===== config.mk =====
export PLATFORM = sky130hd
export DESIGN_NAME = obu_header_writer_flat
export DESIGN_NICKNAME = d
export VERILOG_FILES = /design/src/rtl/obu_parser_pkg.sv /design/src/rtl/obu_header_writer_if.sv /design/src/rtl/leb128_encoder.sv /design/src/rtl/obu_header_writer.sv /design/src/flat_wrapper.sv
export SDC_FILE = /design/constraint.sdc
export NUM_CORES = 1
export LEC_CHECK = 0
export ABC_CLOCK_PERIOD_IN_PS = 1450
export CORE_MARGIN = 3
export CORE_UTILIZATION = 35
export DETAILED_ROUTE_END_ITERATION = 12
export GPL_ROUTABILITY_DRIVEN = 0
export PLACE_DENSITY_LB_ADDON = 0.25
export SETUP_SLACK_MARGIN = 0.4
export SYNTH_ARGS = -nofsm -noshare
export SYNTH_HDL_FRONTEND = slang
export SYNTH_HIERARCHICAL = 1
export SYNTH_SLANG_ARGS = --single-unit

===== constraint.sdc =====
create_clock -name clk -period 1.45 [get_ports clk]
set_clock_uncertainty 0.1 [all_clocks]
set_input_delay 0.2175 -clock clk [delete_from_list [all_inputs] [get_ports clk]]
set_output_delay 0.2175 -clock clk [all_outputs]
set_load 0.01 [all_outputs]

===== src/rtl/obu_parser_pkg.sv =====
// Shared parser/writer constants, OBU type codes and the OBU header field bundle.
package obu_parser_pkg;

  localparam int PARSER_DATA_WIDTH = 32;
  localparam int LEB128_MAX_BYTES  = 8;
  localparam int OBU_HDR_MAX_BYTES = 10;

  typedef enum logic [3:0] {
    SEQUENCE_HEADER    = 4'd1,
    TEMPORAL_DELIMITER = 4'd2,
    FRAME_HEADER       = 4'd3,
    TILE_GROUP         = 4'd4,
    METADATA           = 4'd5,
    FRAME              = 4'd6,
    PADDING            = 4'd15
  } obu_type_e;

  typedef struct packed {
    logic [3:0]  obu_type;
    logic        ext_flag;
    logic [2:0]  temporal_id;
    logic [1:0]  spatial_id;
    logic [55:0] obu_size;
  } obu_hdr_fields_t;

  // has_size_field is always set: the writer always appends obu_size.
  function automatic logic [7:0] obu_hdr_byte0(input obu_hdr_fields_t f);
    return {1'b0, f.obu_type, f.ext_flag, 1'b1, 1'b0};
  endfunction

  function automatic logic [7:0] obu_ext_byte(input obu_hdr_fields_t f);
    return {f.temporal_id, f.spatial_id, 3'b000};
  endfunction

endpackage


===== src/rtl/obu_header_writer_if.sv =====
// Output word stream of the OBU header writer (valid/ready, MSB-first bytes).
interface obu_header_writer_if #(
  parameter int OUT_WIDTH = 32
) ();
  logic [OUT_WIDTH-1:0]         data_out;
  logic                         valid;
  logic                         ready;
  logic                         last;
  logic                         pad;
  logic [$clog2(OUT_WIDTH)-1:0] pad_len;

  modport master (output data_out, valid, last, pad, pad_len, input ready);
  modport slave  (input data_out, valid, last, pad, pad_len, output ready);
endinterface


===== src/rtl/leb128_encoder.sv =====
// Combinational LEB128 encoder: byte i of the encoding sits in enc_bytes[8i+7:8i].
// OBU_HDR_FIXED_LEB8_EN forces an 8-byte encoding so the size can be back-patched.
module leb128_encoder
  import obu_parser_pkg::*;
(
  input  logic [55:0]                 value,
  output logic [LEB128_MAX_BYTES*8-1:0] enc_bytes,
  output logic [3:0]                  len
);

  always_comb begin
`ifdef OBU_HDR_FIXED_LEB8_EN
    len = 4'(LEB128_MAX_BYTES);
`else
    len = 4'd1;
    for (int i = 1; i < LEB128_MAX_BYTES; i++) begin
      if ((value >> (7 * i)) != 56'd0) len = 4'(i + 1);
    end
`endif
    enc_bytes = '0;
    for (int i = 0; i < LEB128_MAX_BYTES; i++) begin
      if (4'(i) < len) enc_bytes[8*i +: 8] = {(4'(i + 1) < len), value[7*i +: 7]};
    end
  end

endmodule


===== src/rtl/obu_header_writer.sv =====
// Emits OBU header byte, optional extension byte and LEB128 obu_size as a
// packed word stream. Build option: OBU_HDR_FIXED_LEB8_EN (fixed 8-byte size).
module obu_header_writer
  import obu_parser_pkg::*;
#(
  parameter int OUT_WIDTH = PARSER_DATA_WIDTH
) (
  input  logic        clk,
  input  logic        rst_n,
  input  logic        start,
  input  logic [3:0]  obu_type,
  input  logic        ext_flag,
  input  logic [2:0]  temporal_id,
  input  logic [1:0]  spatial_id,
  input  logic [55:0] obu_size,
  output logic        busy,
  output logic        done,
  obu_header_writer_if.master out_if
);

  // state | meaning
  // IDLE  | waiting for start, outputs quiet
  // EMIT  | presenting buffered words, shifting one word per handshake
  localparam logic [0:0] ST_IDLE = 1'b0;
  localparam logic [0:0] ST_EMIT = 1'b1;

  localparam int         HDR_BITS    = OBU_HDR_MAX_BYTES * 8;
  localparam int         MAX_WORDS   = (HDR_BITS + OUT_WIDTH - 1) / OUT_WIDTH;
  localparam int         BUF_W       = MAX_WORDS * OUT_WIDTH;
  localparam int         PW          = $clog2(OUT_WIDTH);
  localparam logic [3:0] OUT_BYTES_L = 4'(OUT_WIDTH / 8);

  obu_hdr_fields_t               fields;
  logic [LEB128_MAX_BYTES*8-1:0] leb_bytes;
  logic [3:0]                    leb_len;
  logic [HDR_BITS-1:0]           packed_hdr;
  logic [3:0]                    n_bytes;

  logic [0:0]       state;
  logic [BUF_W-1:0] word_buf;
  logic [3:0]       bytes_left;
  logic             last_w;
  logic             pad_w;
  logic [6:0]       pad_bits;

  assign fields = '{obu_type: obu_type, ext_flag: ext_flag, temporal_id: temporal_id,
                    spatial_id: spatial_id, obu_size: obu_size};

  leb128_encoder u_leb (
    .value     (fields.obu_size),
    .enc_bytes (leb_bytes),
    .len       (leb_len)
  );

  // First transmitted byte lands in the top bits of packed_hdr.
  always_comb begin
    packed_hdr = '0;
    packed_hdr[HDR_BITS-1 -: 8] = obu_hdr_byte0(fields);
    if (fields.ext_flag) packed_hdr[HDR_BITS-9 -: 8] = obu_ext_byte(fields);
    for (int j = 0; j < LEB128_MAX_BYTES; j++) begin
      packed_hdr[HDR_BITS-1-8*(1+int'(fields.ext_flag)+j) -: 8] = leb_bytes[8*j +: 8];
    end
    n_bytes = 4'd1 + {3'b000, fields.ext_flag} + leb_len;
  end

  assign busy     = (state == ST_EMIT);
  assign last_w   = busy && (bytes_left <= OUT_BYTES_L);
  assign pad_w    = last_w && (bytes_left != OUT_BYTES_L);
  assign pad_bits = {3'b000, OUT_BYTES_L - bytes_left} << 3;
  assign done     = last_w && out_if.ready;

  assign out_if.valid    = busy;
  assign out_if.data_out = busy ? word_buf[BUF_W-1 -: OUT_WIDTH] : '0;
  assign out_if.last     = last_w;
  assign out_if.pad      = pad_w;
  assign out_if.pad_len  = pad_w ? pad_bits[PW-1:0] : '0;

  always_ff @(posedge clk or negedge rst_n) begin
    if (!rst_n) begin
      state      <= ST_IDLE;
      word_buf   <= '0;
      bytes_left <= '0;
    end else begin
      case (state)
        ST_IDLE: begin
          if (start) begin
            word_buf   <= BUF_W'(packed_hdr) << (BUF_W - HDR_BITS);
            bytes_left <= n_bytes;
            state      <= ST_EMIT;
          end
        end
        default: begin
          if (out_if.ready) begin
            word_buf <= word_buf << OUT_WIDTH;
            if (last_w) begin
              bytes_left <= '0;
              state      <= ST_IDLE;
            end else begin
              bytes_left <= bytes_left - OUT_BYTES_L;
            end
          end
        end
      endcase
    end
  end

endmodule


===== src/flat_wrapper.sv =====
// flat-port wrapper written by rule: the top's interface ports become plain ports
module obu_header_writer_flat import obu_parser_pkg::*;
#(
  parameter int OUT_WIDTH = PARSER_DATA_WIDTH
)
  (clk, rst_n, start, obu_type, ext_flag, temporal_id, spatial_id, obu_size, busy, done, out_if_data_out, out_if_valid, out_if_last, out_if_pad, out_if_pad_len, out_if_ready);
  obu_header_writer_if #(.OUT_WIDTH(OUT_WIDTH)) out_if_i ();
  input  logic clk;
  input  logic rst_n;
  input  logic start;
  input  logic [3:0] obu_type;
  input  logic ext_flag;
  input  logic [2:0] temporal_id;
  input  logic [1:0] spatial_id;
  input  logic [55:0] obu_size;
  output logic busy;
  output logic done;
  output wire logic [$bits(out_if_i.data_out)-1:0] out_if_data_out;
  output wire logic [$bits(out_if_i.valid)-1:0] out_if_valid;
  output wire logic [$bits(out_if_i.last)-1:0] out_if_last;
  output wire logic [$bits(out_if_i.pad)-1:0] out_if_pad;
  output wire logic [$bits(out_if_i.pad_len)-1:0] out_if_pad_len;
  input wire logic [$bits(out_if_i.ready)-1:0] out_if_ready;
  assign out_if_data_out = out_if_i.data_out;
  assign out_if_valid = out_if_i.valid;
  assign out_if_last = out_if_i.last;
  assign out_if_pad = out_if_i.pad;
  assign out_if_pad_len = out_if_i.pad_len;
  assign out_if_i.ready = out_if_ready;
  obu_header_writer #(.OUT_WIDTH(OUT_WIDTH)) u_core (.clk(clk), .rst_n(rst_n), .start(start), .obu_type(obu_type), .ext_flag(ext_flag), .temporal_id(temporal_id), .spatial_id(spatial_id), .obu_size(obu_size), .busy(busy), .done(done), .out_if(out_if_i));
endmodule

==> impl_metrics.csv, run 1 <==
group,metric,value,unit
cts,cts_root_buffer,"clkbuf_16",
floorplan,die_h,132.1,um
pwr,p_int,10240,uW
final_layout,fin_util,0.6192,
cts,clk_pin_slew_worst_paths,0.06,ns
route,via_per_inst,5.421,
synth,syn_inst,620,
worst_setup_path,startpoint_type,"input pin",
synth,ys_seq_area_frac,0.3819,
cts,cts_buffers,9,
flow_run,maxCapViolations,0,
run_status,failed_checks,"negative setup slack",
timing,hold_ws,0.1511,ns
placed_design,placed_cells,953,
floorplan,ioPinCount,112,
timing,setup_violations,121,
timing,fmax,517.5,MHz
worst_setup_path,r2r_cells,10,
pwr,swShare,0.3608,
floorplan,start_util,0.3623,
route,ant_nets,0,
worst_hold_path,hold_class,"input pin to flop",
floorplan,fp.dieW,132.1,um
synth,synth-main-ff-cell,"dfrtp_1",
global_route,grt_pass1_wl,31640,um
pwr,p_leak,0.004553,uW
synth,ys_types,41,
route,dr_total_vias,5649,
timing,period_minus_slack,1.933,ns
synth,synthArstFlopShare,1.000,
pwr,p_clk_frac,0.151,
timing,rsz0062_at_grt,"true",
synth,syn_area,5569,sq um
global_route,overflow,0,
placed_design,hpwl,13590,um
worst_hold_path,holdCritStartpoint,"obu_size[53]",
synth,synth_edf_count,0,
route,drtIter0Drc,577,
timing,slew_violations,0,
cts,cts_sinks,85,
cts,clockBufferDepth,2,
route,remaining_drc_errors,0,
pwr,power_frac_comb,0.591,
worst_setup_path,r2r_slack,-0.48,ns
global_route,antenna_found_initial,0,
synth,ys_ff_latch,85,
placed_design,port-buffer-count,108,
synth,ys_warn_count,6,
pwr,p_switching,5779,uW
global_route,track_usage,0.2312,
timing,setup_ws,-0.4825,ns
worst_setup_path,worst-setup-path-type,"input pin to flop",
worst_hold_path,whs_path_depth,4,
timing,hold_viol,0,
worst_hold_path,min_to,"u_core/word_buf[20]$_DFFE_PN0P_",
worst_setup_path,critPathMaxFanout,2,
synth,syn_avg_cell_area,8.982,sq um
worst_setup_path,worst_setup_path_end_kind,"flop",
route,first_pass_iters,5,
final_layout,fin_cells,1042,
floorplan,die_area,17460,sq um
route,wirelength,21270,um
route,wl_per_cell,20.41,um
global_route,grt_max_degree,38,
final_layout,final_nets,902,
cts,insertion_delay,0.35,ns
timing,timing.final.crit_share,1.333,
floorplan,core_area,15370,sq um
final_layout,drive_gt1_frac,0.5427,
final_layout,syn2layout_area_growth,70.91,%
worst_setup_path,worstReg2RegEnd,"u_core/word_buf[26]$_DFFE_PN0P_",
pwr,power_density,1683,nW/um^2
pwr,seqPwrFrac,0.258,
run_status,status,"finished, violations left",
final_layout,diodes,0,
pwr,ir_drop,0.7441,mV
worst_setup_path,worstPathArrival,2.06,ns
cts,cts_tree,"yes",
worst_setup_path,timing.rr.start,"u_core/busy$_DFF_PN0_",
worst_setup_path,cp.required,1.58,ns
global_route,grt_pass1_vias,5698,
cts,htreeDepth,3,
floorplan,rows,45,
metrics by stage:
step / TNS, ns / area [sq um] / power, uW / setup slack [ns]
2_1_floorplan: -1.686 / 5919 / 7634 / -0.3834
3_3_place_gp: -30.58 / 7561 / 9770 / -1.092
3_5_place_dp: -31.55 / 7561 / 9927 / -1.203
4_1_cts: -31.13 / 9125 / 15010 / -0.4527
5_1_grt: -40.78 / 9518 / 16710 / -0.5148
6_report: -37.69 / 9518 / 16020 / -0.4825
state kept, by name, indices dropped and copies added, names as in the netlist:
signal,cells
u_core/word_buf,80
u_core/bytes_left,4
u_core/busy,1
how the worst max path moves through the flow:
stage	start	endpoint	slack, ns	depth (start not counted)
finish	obu_size[29]	u_core/bytes_left[2]$_DFFE_PN0P_	-0.48	12
global placement	obu_size[24]	u_core/bytes_left[2]$_DFFE_PN0P_	-1.09	12
global route	obu_size[29]	u_core/bytes_left[2]$_DFFE_PN0P_	-0.51	12
detailed placement	obu_size[24]	u_core/bytes_left[2]$_DFFE_PN0P_	-1.20	12
CTS	u_core/bytes_left[3]$_DFFE_PN0P_	out_if_pad_len[3]	-0.45	6
floorplan	obu_size[34]	u_core/bytes_left[2]$_DFFE_PN0P_	-0.38	10
kinds of logic (layout without fill, tap and decap cells):
logic type	Yosys count	in the layout	synth area share
adder cells (fa/ha/maj)	4	4	0.008987
AO/OA/AOI/OAI	135	135	0.1564
flip-flops	85	85	0.3819
buffers and inverters	116	323	0.1056
multiplexers	106	106	0.1905
AND/OR/NAND/NOR	170	172	0.1521
other	2	4	0.001349
XOR/XNOR	2	2	0.003146
cells in the mapped netlist, types with 2 or more instances:
master,number,area share
mux2i_1,106,0.19
dfrtp_1,85,0.38
clkbuf_1,72,0.049
nand2_1,64,0.043
o21ai_1,44,0.040
nor2_1,43,0.029
a211o_1,37,0.058
and2_1,33,0.037
o21ai_0,27,0.024
buf_2,17,0.015
buf_4,10,0.013
inv_1,9,0.0061
nor3_1,9,0.0081
a21oi_1,7,0.0063
o21ai_2,7,0.011
buf_12,4,0.014
ha_1,4,0.0090
nor4_1,4,0.0045
o22ai_1,4,0.0045
a22oi_1,3,0.0040
buf_6,3,0.0061
nand3_1,3,0.0027
nor4_4,3,0.011
a31oi_1,2,0.0022
conb_1,2,0.0013
nor2b_1,2,0.0022
xor2_1,2,0.0031
power groups by stage:
stage	sequential [uW]	clock (uW)	combinational, uW
floorplan	3740	0	3890
global placement	4020	0	5750
detailed placement	4050	0	5880
CTS	4030	2430	8550
global route	4230	2540	9940
finish	4140	2420	9460
routing by layer:
layer | GRT usage | vias up | routed length [um]
li1 | - | 2534 | -
met1 | 0.2971 | 2780 | 8713
met2 | 0.3843 | 279 | 10560
met3 | 0.03473 | 56 | 1232
met4 | 0.1074 | 0 | 760
met5 | 0 | - | 0
cells in the final DEF (no fill, tap or decap), types with 8 or more instances in the layout:
cell type          n
a211o_1           37
and2_4            32
buf_12            19
buf_16            14
buf_2             18
buf_4            113
buf_6             72
buf_8             11
clkbuf_16          9
clkdlybuf4s15_1   11
clkdlybuf4s15_2    8
clkdlybuf4s50_1   16
dfrtp_1           84
dlygate4sd2_1     10
mux2i_1          104
nand2_1           22
nand2_2           29
nand2_4           13
nor2_1            39
o21ai_1           29
o21ai_2           49
area by class of cell:
class / instances / area [sq um]
clock buffers: 9 / 225.2
clock inverters: 5 / 77.57
fillers: 1156 / 5853
inverters: 9 / 43.79
multi-input cells: 423 / 3606
flip-flops and latches: 85 / 2128
well taps: 211 / 264.0
repair buffers: 300 / 3173
timing repair:
item / in CTS / in global routing
hold endpoints to repair: 85 / 0
cloned: 16 / 0
buffers inserted: 43 / 15
pin swaps: 48 / 26
hold buffers: 1 / 0
setup endpoints to repair: 124 / 124
resized for setup: 465 / 83
critical path, stage by stage:
cell and delay, ns:
clkdlybuf4s15_1 0.24, nor3_4 0.21, nand2_2 0.12, buf_6 0.14
o31a_1 0.29, inv_2 0.07, ha_4 0.14, inv_4 0.04
ha_4 0.16, xor2_2 0.17, a21oi_1 0.17, a21oi_1 0.09
(Power assumes the default switching activity.)
==> run 2: changes to the inputs <==
--- a/config.mk
+++ b/config.mk
@@ -5,7 +5,7 @@
 export SDC_FILE = /design/constraint.sdc
 export NUM_CORES = 1
 export LEC_CHECK = 0
-export ABC_CLOCK_PERIOD_IN_PS = 1450
+export ABC_CLOCK_PERIOD_IN_PS = 2200
 export CORE_MARGIN = 3
 export CORE_UTILIZATION = 35
 export DETAILED_ROUTE_END_ITERATION = 12
==> constraint.sdc (replaced) <==
create_clock -name clk -period 2.2 [get_ports clk]
set_clock_uncertainty 0.1 [all_clocks]
set_input_delay 0.33 -clock clk [delete_from_list [all_inputs] [get_ports clk]]
set_output_delay 0.33 -clock clk [all_outputs]
set_load 0.01 [all_outputs]
==> run 2 against run 1 <==
- the run now ends clean
- die area stayed put
- global-route usage is 2.5 points lower
- first-iteration DRC count is 17% lower
- design area is 16% lower
- critical endpoint unchanged
- highest routed layer unchanged
==> impl_metrics.csv, run 2 (same netlist as run 1, synthesis figures left out) <==
group,metric,value,unit
run_status,status,"finished clean",
timing,worst_slew_pin_slew,0.5276,ns
final_layout,syn2layout_area_growth,43.74,%
floorplan,rows,45,
pwr,power_density,1039,nW/um^2
pwr,finalPower,8320,uW
cts,cts_root_buffer,"clkbuf_16",
timing,setup_ws,0.1337,ns
worst_setup_path,cp_slowest_stage_delay,0.40,ns
final_layout,layout_commonest_cell,"mux2i_1",
route,wirelength,18810,um
final_layout,drive_gt1_frac,0.3648,
placed_design,port-buffer-count,108,
floorplan,start_util,0.3623,
worst_setup_path,cp.required,2.36,ns
timing,timing.final.crit_share,0.9392,
final_layout,top_register,"u_core/word_buf",
cts,cts_tree,"yes",
final_layout,largest_reg_flops,80,
final_layout,fin_util,0.5208,
placed_design,hpwl,12740,um
route,wl_per_cell,19.34,um
cts,clk_pin_slew_worst_paths,0.06,ns
floorplan,ioPinCount,112,
worst_hold_path,hold_class,"input pin to flop",
floorplan,die_h,132.1,um
timing,setup_violations,0,
route,ant_nets,0,
timing,fin_tns_setup,0,ns
route,drtIter0Drc,477,
global_route,grt_max_degree,50,
timing,max_slew_margin,0.6483,
route,first_pass_iters,5,
worst_setup_path,path_cells,"buf_8 > nor4_4 > buf_4 > buf_6 > buf_6 > and4_4 > o21ai_4 > a21oi_4 > ha_4 > xor2_1 > a21oi_1 > a21oi_1",
global_route,antenna_found_initial,0,
worst_setup_path,critPathMaxFanout,2,
timing,rsz0062_at_grt,"true",
timing,hold_viol,0,
cts,htreeDepth,3,
global_route,grt_pass1_vias,5102,
route,remaining_drc_errors,0,
global_route,grt_pass1_wl,28500,um
floorplan,die_area,17460,sq um
timing,hold_ws,0.2747,ns
worst_setup_path,worst-setup-path-type,"input pin to flop",
worst_setup_path,worst_setup_path_end_kind,"flop",
flow_run,maxCapViolations,0,
cts,cts_buffers,9,
final_layout,diodes,0,
timing,period_minus_slack,2.066,ns
floorplan,core_area,15370,sq um
timing,fmax,484.0,MHz
cts,cts_sinks,85,
final_layout,final_nets,831,
global_route,track_usage,0.2065,
route,dr_total_vias,5114,
final_layout,layout_common_cells,"104 x mux2i_1, 94 x buf_4, 84 x dfrtp_1",
cts,clockBufferDepth,2,
global_route,overflow,0,
route,via_per_inst,5.256,
worst_setup_path,critPathSlowestCell,"nor4_4",
worst_setup_path,worstPathArrival,2.23,ns
placed_design,dp_worst_setup_slack,-0.5300,ns
floorplan,fp.dieW,132.1,um
timing,slew_violations,0,
pwr,ir_drop,0.4232,mV
pwr,p_leak,0.003863,uW
worst_setup_path,startpoint_type,"input pin",
cts,insertion_delay,0.34,ns
-- run 2: cell count changes in the layout (fill, tap and decap cells not counted), sizes merged --
cell / delta
dlygate4sd2: +11
clkdlybuf4s15: -9
clkbuf: +6
clkinv: +2
buf: -76
nand2b: -2
clkinvlp: -1
inv: +1
bufinv: -1
-- run 2: worst paths after layout --
| path | cells past startpoint | slack [ns] | from | end |
|---|---|---|---|---|
| max | 12 | 0.13 | obu_size[30] | u_core/bytes_left[2]$_DFFE_PN0P_ |
| min | 4 | 0.27 | obu_size[52] | u_core/word_buf[19]$_DFFE_PN0P_ |
| max reg2reg | 7 | 0.42 | u_core/busy$_DFF_PN0_ | u_core/word_buf[81]$_DFFE_PN0P_ |
| min reg2reg | 2 | 0.38 | u_core/word_buf[22]$_DFFE_PN0P_ | u_core/word_buf[22]$_DFFE_PN0P_ |
| max in group asynchronous | 3 | 0.94 | rst_n | u_core/word_buf[49]$_DFFE_PN0P_ |
| min in group asynchronous | 2 | 0.41 | rst_n | u_core/word_buf[84]$_DFFE_PN0P_ |
-- run 2: critical path: cells and delay by family --
kind / cells / cell delay (ns)
and+or+nand+nor: 2 / 0.63
buffers and inverters: 4 / 0.45
adders and majority gates: 1 / 0.16
AOI/OAI and AO/OA: 4 / 0.52
xor gates and xnor gates: 1 / 0.13
-- run 2: final cells by class --
cell class                      instances  area, sq um
Fill cell                            1364         7366
Tap cell                              211        264.0
Multi-Input combinational cell        421         3154
Inverter                                9        33.78
Clock inverter                          6        62.56
Sequential cell                        85         2128
Timing Repair Buffer                  231         2133
Clock buffer                           10        229.0
-- run 2: where the power goes --
part	total (uW)	leakage, uW	internal (uW)	switching, uW
combinational	4170	0.00262	2240	1930
clock	1520	0.000147	880	637
sequential	2630	0.00110	2150	480
total	8320	0.00386	5270	3050
-- run 2: per-layer routing --
metal | global-route usage | wire length, um
met5 | 0 | 0
met4 | 0.07935 | 562
met3 | 0.02710 | 974
met2 | 0.3461 | 9014
met1 | 0.2719 | 8262
-- run 2: per-stage QoR --
| step | instances | area, sq um |
|---|---|---|
| 6_report | 973 | 8005 |
| 5_1_grt | 973 | 8005 |
| 3_3_place_gp | 920 | 7104 |
| 2_1_floorplan | 622 | 5607 |
| 3_5_place_dp | 920 | 7104 |
| 4_1_cts | 956 | 7564 |
-- run 2: repair_timing --
item	in CTS	in global routing
hold buffers	1	0
setup buffers	16	14
gates resized for setup	292	103
pin swaps	34	29
cloned	3	3
setup endpoints to repair	71	80
endpoints found under the hold margin	36	0
